<file path="src/rtl/td4_sequencer_if.sv">
// Control bundle between the TD4 sequencer, program ROM/run control and the register file.
// master = sequencer side, slave = datapath/ROM side.
interface td4_sequencer_if;
    logic       run;
    logic [7:0] instr;
    logic       c_flag_n;
    logic       fetch;
    logic [7:0] ir;
    logic [1:0] sel;
    logic [3:0] ld_n;
    logic       reg_en;
    logic       flag_en;
    logic       busy;
    logic       illegal;
    logic [1:0] state;

    modport master (
        input  run, instr, c_flag_n,
        output fetch, ir, sel, ld_n, reg_en, flag_en, busy, illegal, state
    );

    modport slave (
        output run, instr, c_flag_n,
        input  fetch, ir, sel, ld_n, reg_en, flag_en, busy, illegal, state
    );
endinterface

</file>
<file path="src/rtl/td4_sequencer.sv">
// Fetch/decode/execute controller for the 4-bit TD4 datapath.
// Optional TD4_SINGLE_STEP_EN adds step_req/step_ack for one-instruction stepping.
module td4_sequencer #(
    parameter int unsigned ROM_WAIT = 0
) (
    input  logic CLK,
    input  logic CLR,
`ifdef TD4_SINGLE_STEP_EN
    input  logic step_req,
    output logic step_ack,
`endif
    td4_sequencer_if.master bus
);

    typedef enum logic [1:0] {
        StIdle   = 2'b00,
        StFetch  = 2'b01,
        StDecode = 2'b10,
        StExec   = 2'b11
    } state_e;

    state_e     state_q, state_d;
    logic [3:0] cnt_q, cnt_d;
    logic [7:0] ir_q, ir_d;
    logic [1:0] sel_q, sel_d;
    logic [3:0] ld_n_q, ld_n_d;
    logic       ill_q, ill_d;
    logic [1:0] dec_sel;
    logic [3:0] dec_ld_n;
    logic       dec_ill;
    logic       start;

    // Decode is combinational on ir_q; the result is frozen into *_q at the end of DECODE
    // so EXEC sees exactly what DECODE set up, including the JNC flag decision.
    always_comb begin
        dec_sel  = 2'b11;
        dec_ld_n = 4'b1111;
        dec_ill  = 1'b0;
        case (ir_q[7:4])
            4'b0000: begin dec_sel = 2'b00; dec_ld_n = 4'b1110; end
            4'b0101: begin dec_sel = 2'b01; dec_ld_n = 4'b1101; end
            4'b0011: begin dec_sel = 2'b11; dec_ld_n = 4'b1110; end
            4'b0111: begin dec_sel = 2'b11; dec_ld_n = 4'b1101; end
            4'b0001: begin dec_sel = 2'b01; dec_ld_n = 4'b1110; end
            4'b0100: begin dec_sel = 2'b00; dec_ld_n = 4'b1101; end
            4'b0010: begin dec_sel = 2'b10; dec_ld_n = 4'b1110; end
            4'b0110: begin dec_sel = 2'b10; dec_ld_n = 4'b1101; end
            4'b1001: begin dec_sel = 2'b01; dec_ld_n = 4'b1011; end
            4'b1011: begin dec_sel = 2'b11; dec_ld_n = 4'b1011; end
            4'b1111: begin dec_sel = 2'b11; dec_ld_n = 4'b0111; end
            4'b1110: begin
                dec_sel  = 2'b11;
                dec_ld_n = bus.c_flag_n ? 4'b0111 : 4'b1111;
            end
            default: dec_ill = 1'b1;
        endcase
    end

`ifdef TD4_SINGLE_STEP_EN
    logic step_arm_q, step_arm_d;
    logic step_act_q, step_act_d;

    assign start    = bus.run | (step_req & step_arm_q);
    assign step_ack = (state_q == StExec) & step_act_q;

    // A step needs step_req to have been seen low since the last accepted step.
    always_comb begin
        step_arm_d = step_arm_q | ~step_req;
        step_act_d = step_act_q;
        if (state_q == StIdle && !bus.run && step_req && step_arm_q) begin
            step_arm_d = 1'b0;
            step_act_d = 1'b1;
        end else if (state_q == StExec) begin
            step_act_d = 1'b0;
        end
    end

    always_ff @(posedge CLK or negedge CLR) begin
        if (!CLR) begin
            step_arm_q <= 1'b0;
            step_act_q <= 1'b0;
        end else begin
            step_arm_q <= step_arm_d;
            step_act_q <= step_act_d;
        end
    end
`else
    assign start = bus.run;
`endif

    always_comb begin
        state_d = state_q;
        cnt_d   = cnt_q;
        ir_d    = ir_q;
        sel_d   = sel_q;
        ld_n_d  = ld_n_q;
        ill_d   = ill_q;
        case (state_q)
            StIdle: begin
                if (start) state_d = StFetch;
            end
            StFetch: begin
                if (cnt_q == 4'(ROM_WAIT)) begin
                    ir_d    = bus.instr;
                    cnt_d   = 4'd0;
                    state_d = StDecode;
                end else begin
                    cnt_d = cnt_q + 4'd1;
                end
            end
            StDecode: begin
                sel_d   = dec_sel;
                ld_n_d  = dec_ld_n;
                ill_d   = dec_ill;
                state_d = StExec;
            end
            StExec: begin
                state_d = bus.run ? StFetch : StIdle;
            end
            default: state_d = StIdle;
        endcase
    end

    always_ff @(posedge CLK or negedge CLR) begin
        if (!CLR) begin
            state_q <= StIdle;
            cnt_q   <= 4'd0;
            ir_q    <= 8'h00;
            sel_q   <= 2'b00;
            ld_n_q  <= 4'b1111;
            ill_q   <= 1'b0;
        end else begin
            state_q <= state_d;
            cnt_q   <= cnt_d;
            ir_q    <= ir_d;
            sel_q   <= sel_d;
            ld_n_q  <= ld_n_d;
            ill_q   <= ill_d;
        end
    end

    // Strobes decode straight from state_q so CLR kills them in the same cycle.
    always_comb begin
        bus.fetch   = (state_q == StFetch);
        bus.busy    = (state_q != StIdle);
        bus.reg_en  = (state_q == StExec);
        bus.flag_en = (state_q == StExec);
        bus.illegal = (state_q == StExec) & ill_q;
        bus.ir      = ir_q;
        bus.state   = state_q;
        bus.sel     = 2'b00;
        bus.ld_n    = 4'b1111;
        if (state_q == StDecode) begin
            bus.sel  = dec_sel;
            bus.ld_n = dec_ld_n;
        end else if (state_q == StExec) begin
            bus.sel  = sel_q;
            bus.ld_n = ld_n_q;
        end
    end

endmodule

</file>
<file path="src/flat_wrapper.sv">
// flat-port wrapper written by rule: the top's interface ports become plain ports
module td4_sequencer_flat 
#(
    parameter int unsigned ROM_WAIT = 0
)
  (CLK, CLR, bus_run, bus_instr, bus_c_flag_n, bus_fetch, bus_ir, bus_sel, bus_ld_n, bus_reg_en, bus_flag_en, bus_busy, bus_illegal, bus_state);
  td4_sequencer_if bus_i ();
  input  logic CLK;
  input  logic CLR;
  input wire logic [$bits(bus_i.run)-1:0] bus_run;
  input wire logic [$bits(bus_i.instr)-1:0] bus_instr;
  input wire logic [$bits(bus_i.c_flag_n)-1:0] bus_c_flag_n;
  output wire logic [$bits(bus_i.fetch)-1:0] bus_fetch;
  output wire logic [$bits(bus_i.ir)-1:0] bus_ir;
  output wire logic [$bits(bus_i.sel)-1:0] bus_sel;
  output wire logic [$bits(bus_i.ld_n)-1:0] bus_ld_n;
  output wire logic [$bits(bus_i.reg_en)-1:0] bus_reg_en;
  output wire logic [$bits(bus_i.flag_en)-1:0] bus_flag_en;
  output wire logic [$bits(bus_i.busy)-1:0] bus_busy;
  output wire logic [$bits(bus_i.illegal)-1:0] bus_illegal;
  output wire logic [$bits(bus_i.state)-1:0] bus_state;
  assign bus_i.run = bus_run;
  assign bus_i.instr = bus_instr;
  assign bus_i.c_flag_n = bus_c_flag_n;
  assign bus_fetch = bus_i.fetch;
  assign bus_ir = bus_i.ir;
  assign bus_sel = bus_i.sel;
  assign bus_ld_n = bus_i.ld_n;
  assign bus_reg_en = bus_i.reg_en;
  assign bus_flag_en = bus_i.flag_en;
  assign bus_busy = bus_i.busy;
  assign bus_illegal = bus_i.illegal;
  assign bus_state = bus_i.state;
  td4_sequencer #(.ROM_WAIT(ROM_WAIT)) u_core (.CLK(CLK), .CLR(CLR), .bus(bus_i));
endmodule
</file>
<file path="config.mk">
export PLATFORM = sky130hd
export DESIGN_NAME = td4_sequencer_flat
export DESIGN_NICKNAME = d
export VERILOG_FILES = /design/src/rtl/td4_sequencer_if.sv /design/src/rtl/td4_sequencer.sv /design/src/flat_wrapper.sv
export SDC_FILE = /design/constraint.sdc
export NUM_CORES = 1
export LEC_CHECK = 0
export CAP_MARGIN = 15
export CORE_MARGIN = 5
export CORE_UTILIZATION = 25
export CTS_CLUSTER_SIZE = 20
export DETAILED_ROUTE_END_ITERATION = 8
export PLACE_DENSITY = 0.59
export SYNTH_ARGS = -nofsm -noshare
export SYNTH_HDL_FRONTEND = slang
export SYNTH_SLANG_ARGS = --single-unit
</file>
<file path="constraint.sdc">
create_clock -name CLK -period 2.2 [get_ports CLK]
set_clock_uncertainty 0.15 [all_clocks]
set_input_delay 0.33 -clock CLK [delete_from_list [all_inputs] [get_ports CLK]]
set_output_delay 0.33 -clock CLK [all_outputs]
set_load 0.03 [all_outputs]
</file>
* Word-level counts from Yosys, hierarchy flattened *
Index checks and enable logic that the tools add are counted.

word-level totals
  output and inout port bits = 21
  input bits = 12
  register bits = 21

cells by class
  muxes and demuxes = 13
  equal/unequal tests = 16
  reductions and logical operators = 13
  add/sub/neg operators = 1
  bitwise operators = 1

operators with widths
  kind                   number
  $pmux W4 S5            1
  $eq A4 B3 Y1 const B   4
  $eq A4 B4 Y1 const B   4
  $mux W4                4
  $reduce_or A12 Y1      1
  $eq A4 B2 Y1 const B   2
  $logic_not A4 Y1       2
  $mux W2                4
  $pmux W2 S4            1
  $reduce_or A4 Y1       2
  $pmux W2 S3            1
  $reduce_or A2 Y1       3
  $add A4 B1 Y4 const B  1
  $eq A2 B2 Y1 const B   2
  $eq A4 B1 Y1 const B   1
  $reduce_and A2 Y1      2
  $reduce_or A3 Y1       1
  $eq A2 B1 Y1 const B   1
  $logic_not A2 Y1       1
  $mux W1                2
  $ne A2 B1 Y1 const B   1
  $ne A2 B2 Y1 const B   1
  $reduce_bool A2 Y1     1
  $and A1 B1 Y1          1

* Longest topological paths before layout *
  depth in word-level cells = 4
  mapped depth = 6

* Worst setup path after synthesis *
No wires, ideal clock.

  path kind = flip-flop to output port
  from = reg u_core.state_q[0], in the netlist u_core.bus.state[0]
  to = out bus_sel[0]
  required time = 1.720 ns
  stages on the path, launching flop included = 7
  data arrival time = 1.793 ns
  slack = -0.073 ns
  cell sequence = dfrtp_1 inv_1 ha_1 buf_2 nor2_1 a21oi_1 nor2b_1

on the way
  longest elaborated chain between the ends = 3

ends and longest elaborated chain
  element                   line                  text
  start: declaration        td4_sequencer.sv:22   state_e state_q, state_d;
  start signal: assignment  td4_sequencer.sv:126  state_q <= StIdle;
  start signal: assignment  td4_sequencer.sv:133  state_q <= state_d;
  $eq A2 B2 Y1              td4_sequencer.sv:156  end else if (state_q == StExec) begin
  $mux W2                   td4_sequencer.sv:156
  $mux W2 (*)               td4_sequencer.sv:153  if (state_q == StDecode) begin
  end: declaration          flat_wrapper.sv:15    output wire logic [$bits(bus_i.sel)-1:0] bus_sel;

Every way passes the cells marked *; elsewhere a longest branch is shown, timed or not.

* Final worst setup path *
  from = reg u_core.state_q[1], in the netlist u_core.bus.state[1]
  to = out bus_illegal

on the way
  longest elaborated chain between the ends = 2

ends and longest elaborated chain
  element           line                  text
  $eq A2 B2 Y1      td4_sequencer.sv:148  bus.illegal = (state_q == StExec) & ill_q;
  $and A1 B1 Y1     td4_sequencer.sv:148
  end: declaration  flat_wrapper.sv:20    output wire logic [$bits(bus_i.illegal)-1:0] bus_illegal;

No other way between the ends.

==> qor.csv <==
metric,value,unit
cts.sinks,21,
drt_pre_antenna_iters,4,
r2r_start,u_core.cnt_q[0]$_DFFE_PN0P_,
clock-root-buffer,clkbuf_8,
grt_util_all_layers,0.0935,
portBuffers,32,
antenna_cells,0,
rsz0062_at_grt,no,
drive_gt1_frac,0.298,
synth_cells,98,
relSlewSlack,0.747,
setup_viol,0,
status,"complete, no violations",
vias_per_cell,4.32,
peakVddDrop,0.000615,V
arrival,1.67,ns
grt_pass1_wl,3990,um
drc,0,
fmax,466,MHz
ys_ff_latch,21,
yosysUniqueCellTypes,31,
yosysSeqAreaShare,0.502,
r2r_cells,5,
wl_per_cell,12.9,um
fin_nets,161,
die_height,75.0,um
crit_chain,buf_4 -> ha_1 -> buf_4 -> and2_1 -> clkdlybuf4s15_1,
leakage,0.681,nW
ioPinCount,33,
critPathKind,flip-flop to output pin,
dpl_worst_slack,-0.243,ns
tritoncts,done,
dpl.hpwl,1900,um
ant_nets,0,
syn_area,1060,um2
cp-end-kind,output pin,
p_per_area,1580,nW/um2
report.final.slew_viol_count,0,
htree_levels,1,
mostFrequentLayoutCell,clkdlybuf4s50_1,
placementRows,23,
slowest_delay,0.42,ns
grt_max_degree,22,
final_util,0.384,
finalSetupTns,0,ns
clk_latency,0.26,ns
syn_nets,117,
fin_ws,0.0524,ns
worst_pin_slew,0.379,ns
yosys_warnings,0,
area_delta_synth_final,47.5,%
numCtsBuffers,3,
cp_max_fo,6,
antenna_found_initial,0,
crit_slowest_cell,dfrtp_1,
min_period,2.15,ns
final_cell_mix,"21 x clkdlybuf4s50_1, 17 x dfrtp_1, 14 x buf_4",
clk_pin_slew,0.09,ns
r2r_setup_slack,0.21,ns
clock_path_buffers,2,
fin_crit_sh,0.976,
die_area,5630,um2
hold_violations,0,
cp_common_cell,buf_4,
coreArea,4060,um2
r2r-end,u_core.bus.ir[4]$_DFFE_PN0P_,
start_kind,flip-flop,
synth-async-reset-ratio,1.00,
num-fill-cells,389,
place.gp.congestion,0.787,
drtIter0Drc,14,
vias,825,
wl,2460,um
post_synth.cell_area_avg,10.8,um2
synth_ff_type,dfrtp_1,
drv_cap,0,
required,1.72,ns
hp-class,input pin to asynchronous set/reset pin,
synth_edf_count,0,
fp.dieW,75.0,um
grt_pass1_vias,896,
grt_overflow,0,
start_util,0.261,
-- per-layer routing --
metal | track usage | vias up | part of all wire
met5 | 0 | - | 0
met4 | 0.0336 | 0 | 0.0041
met3 | 0.0240 | 2 | 0.044
met2 | 0.162 | 15 | 0.53
met1 | 0.112 | 397 | 0.43
li1 | - | 411 | -
-- state kept, by name, indices dropped and copies added, names as in the netlist --
register	flops
u_core.bus.ir	8
u_core.cnt_q	4
u_core.ld_n_q	4
u_core.bus.state	2
u_core.sel_q	2
u_core.ill_q	1
-- area by class of cell --
cell class / instances / area [um2] / share of cell area
repair buffers: 43 / 397 / 0.254
well taps: 50 / 62.6 / 0.0401
clock buffers: 3 / 41.3 / 0.0265
flip-flops and latches: 21 / 531 / 0.340
clock inverters: 1 / 5.00 / 0.00321
inverters: 7 / 26.3 / 0.0169
multi-input cells: 66 / 497 / 0.319
-- worst max-delay path, delay by kind of cell (launching register included) --
kind / cells / cell delay (ns)
and+or+nand+nor: 1 / 0.13
DFF: 1 / 0.42
buffers and inverters: 3 / 0.66
adders and majority gates: 1 / 0.19
-- repair_timing --
item	4_1_cts	5_1_grt
hold buffers	0	0
setup buffers	0	0
pin swaps	0	2
gates resized for setup	13	11
endpoints found under the setup margin	7	4
-- metrics by stage --
stage          area (um2)  cells  power [mW]  hold WS (ns)
6_report             1560    191        2.46         0.256
4_1_cts              1540    191        2.46         0.270
2_1_floorplan        1060     98        1.59        -0.116
3_3_place_gp         1500    187        2.20         0.328
3_5_place_dp         1500    187        2.23         0.336
5_1_grt              1560    191        2.62         0.292
-- cell usage after synthesis, drive strengths merged (2+ instances only) --
| master | n | area share |
|---|---|---|
| dfrtp | 17 | 0.40 |
| nor2 | 13 | 0.046 |
| mux2 | 8 | 0.085 |
| ha | 7 | 0.083 |
| inv | 7 | 0.025 |
| a21oi | 6 | 0.039 |
| nand2 | 5 | 0.018 |
| buf | 4 | 0.024 |
| dfstp | 4 | 0.099 |
| o21ai | 4 | 0.019 |
| or2 | 3 | 0.018 |
| a211oi | 2 | 0.019 |
| and2 | 2 | 0.012 |
| nand3 | 2 | 0.0095 |
| nand4 | 2 | 0.012 |
| nor2b | 2 | 0.012 |
-- logic make-up after synthesis --
kind of cell,synth area share
AOI/OAI and AO/OA,0.0994
adders and majority gates,0.0828
DFF,0.502
and+or+nand+nor,0.156
muxes,0.0947
buffers and inverters,0.0485
xor gates and xnor gates,0.0166
-- worst max-delay path by stage --
stage / from / endpoint / slack [ns] / depth (start not counted)
6_report: u_core.bus.state[1]$_DFFE_PN0P_ / bus_illegal / 0.05 / 5
5_1_grt: u_core.bus.state[1]$_DFFE_PN0P_ / bus_illegal / 0.008 / 5
4_1_cts: u_core.bus.state[0]$_DFFE_PN0P_ / bus_ld_n[3] / -0.13 / 6
3_5_place_dp: bus_c_flag_n / bus_ld_n[3] / -0.24 / 5
3_3_place_gp: bus_c_flag_n / bus_ld_n[3] / -0.22 / 5
2_1_floorplan: u_core.bus.state[0]$_DFFE_PN0P_ / bus_sel[1] / 0.003 / 4
-- power breakdown --
| group | leakage (nW) | switching (mW) | internal, mW |
|---|---|---|---|
| combinational | 0.405 | 0.883 | 0.674 |
| sequential | 0.250 | 0.0861 | 0.553 |
| clock | 0.0255 | 0.134 | 0.126 |
| total | 0.681 | 1.10 | 1.35 |
(Power assumes the default switching activity.)
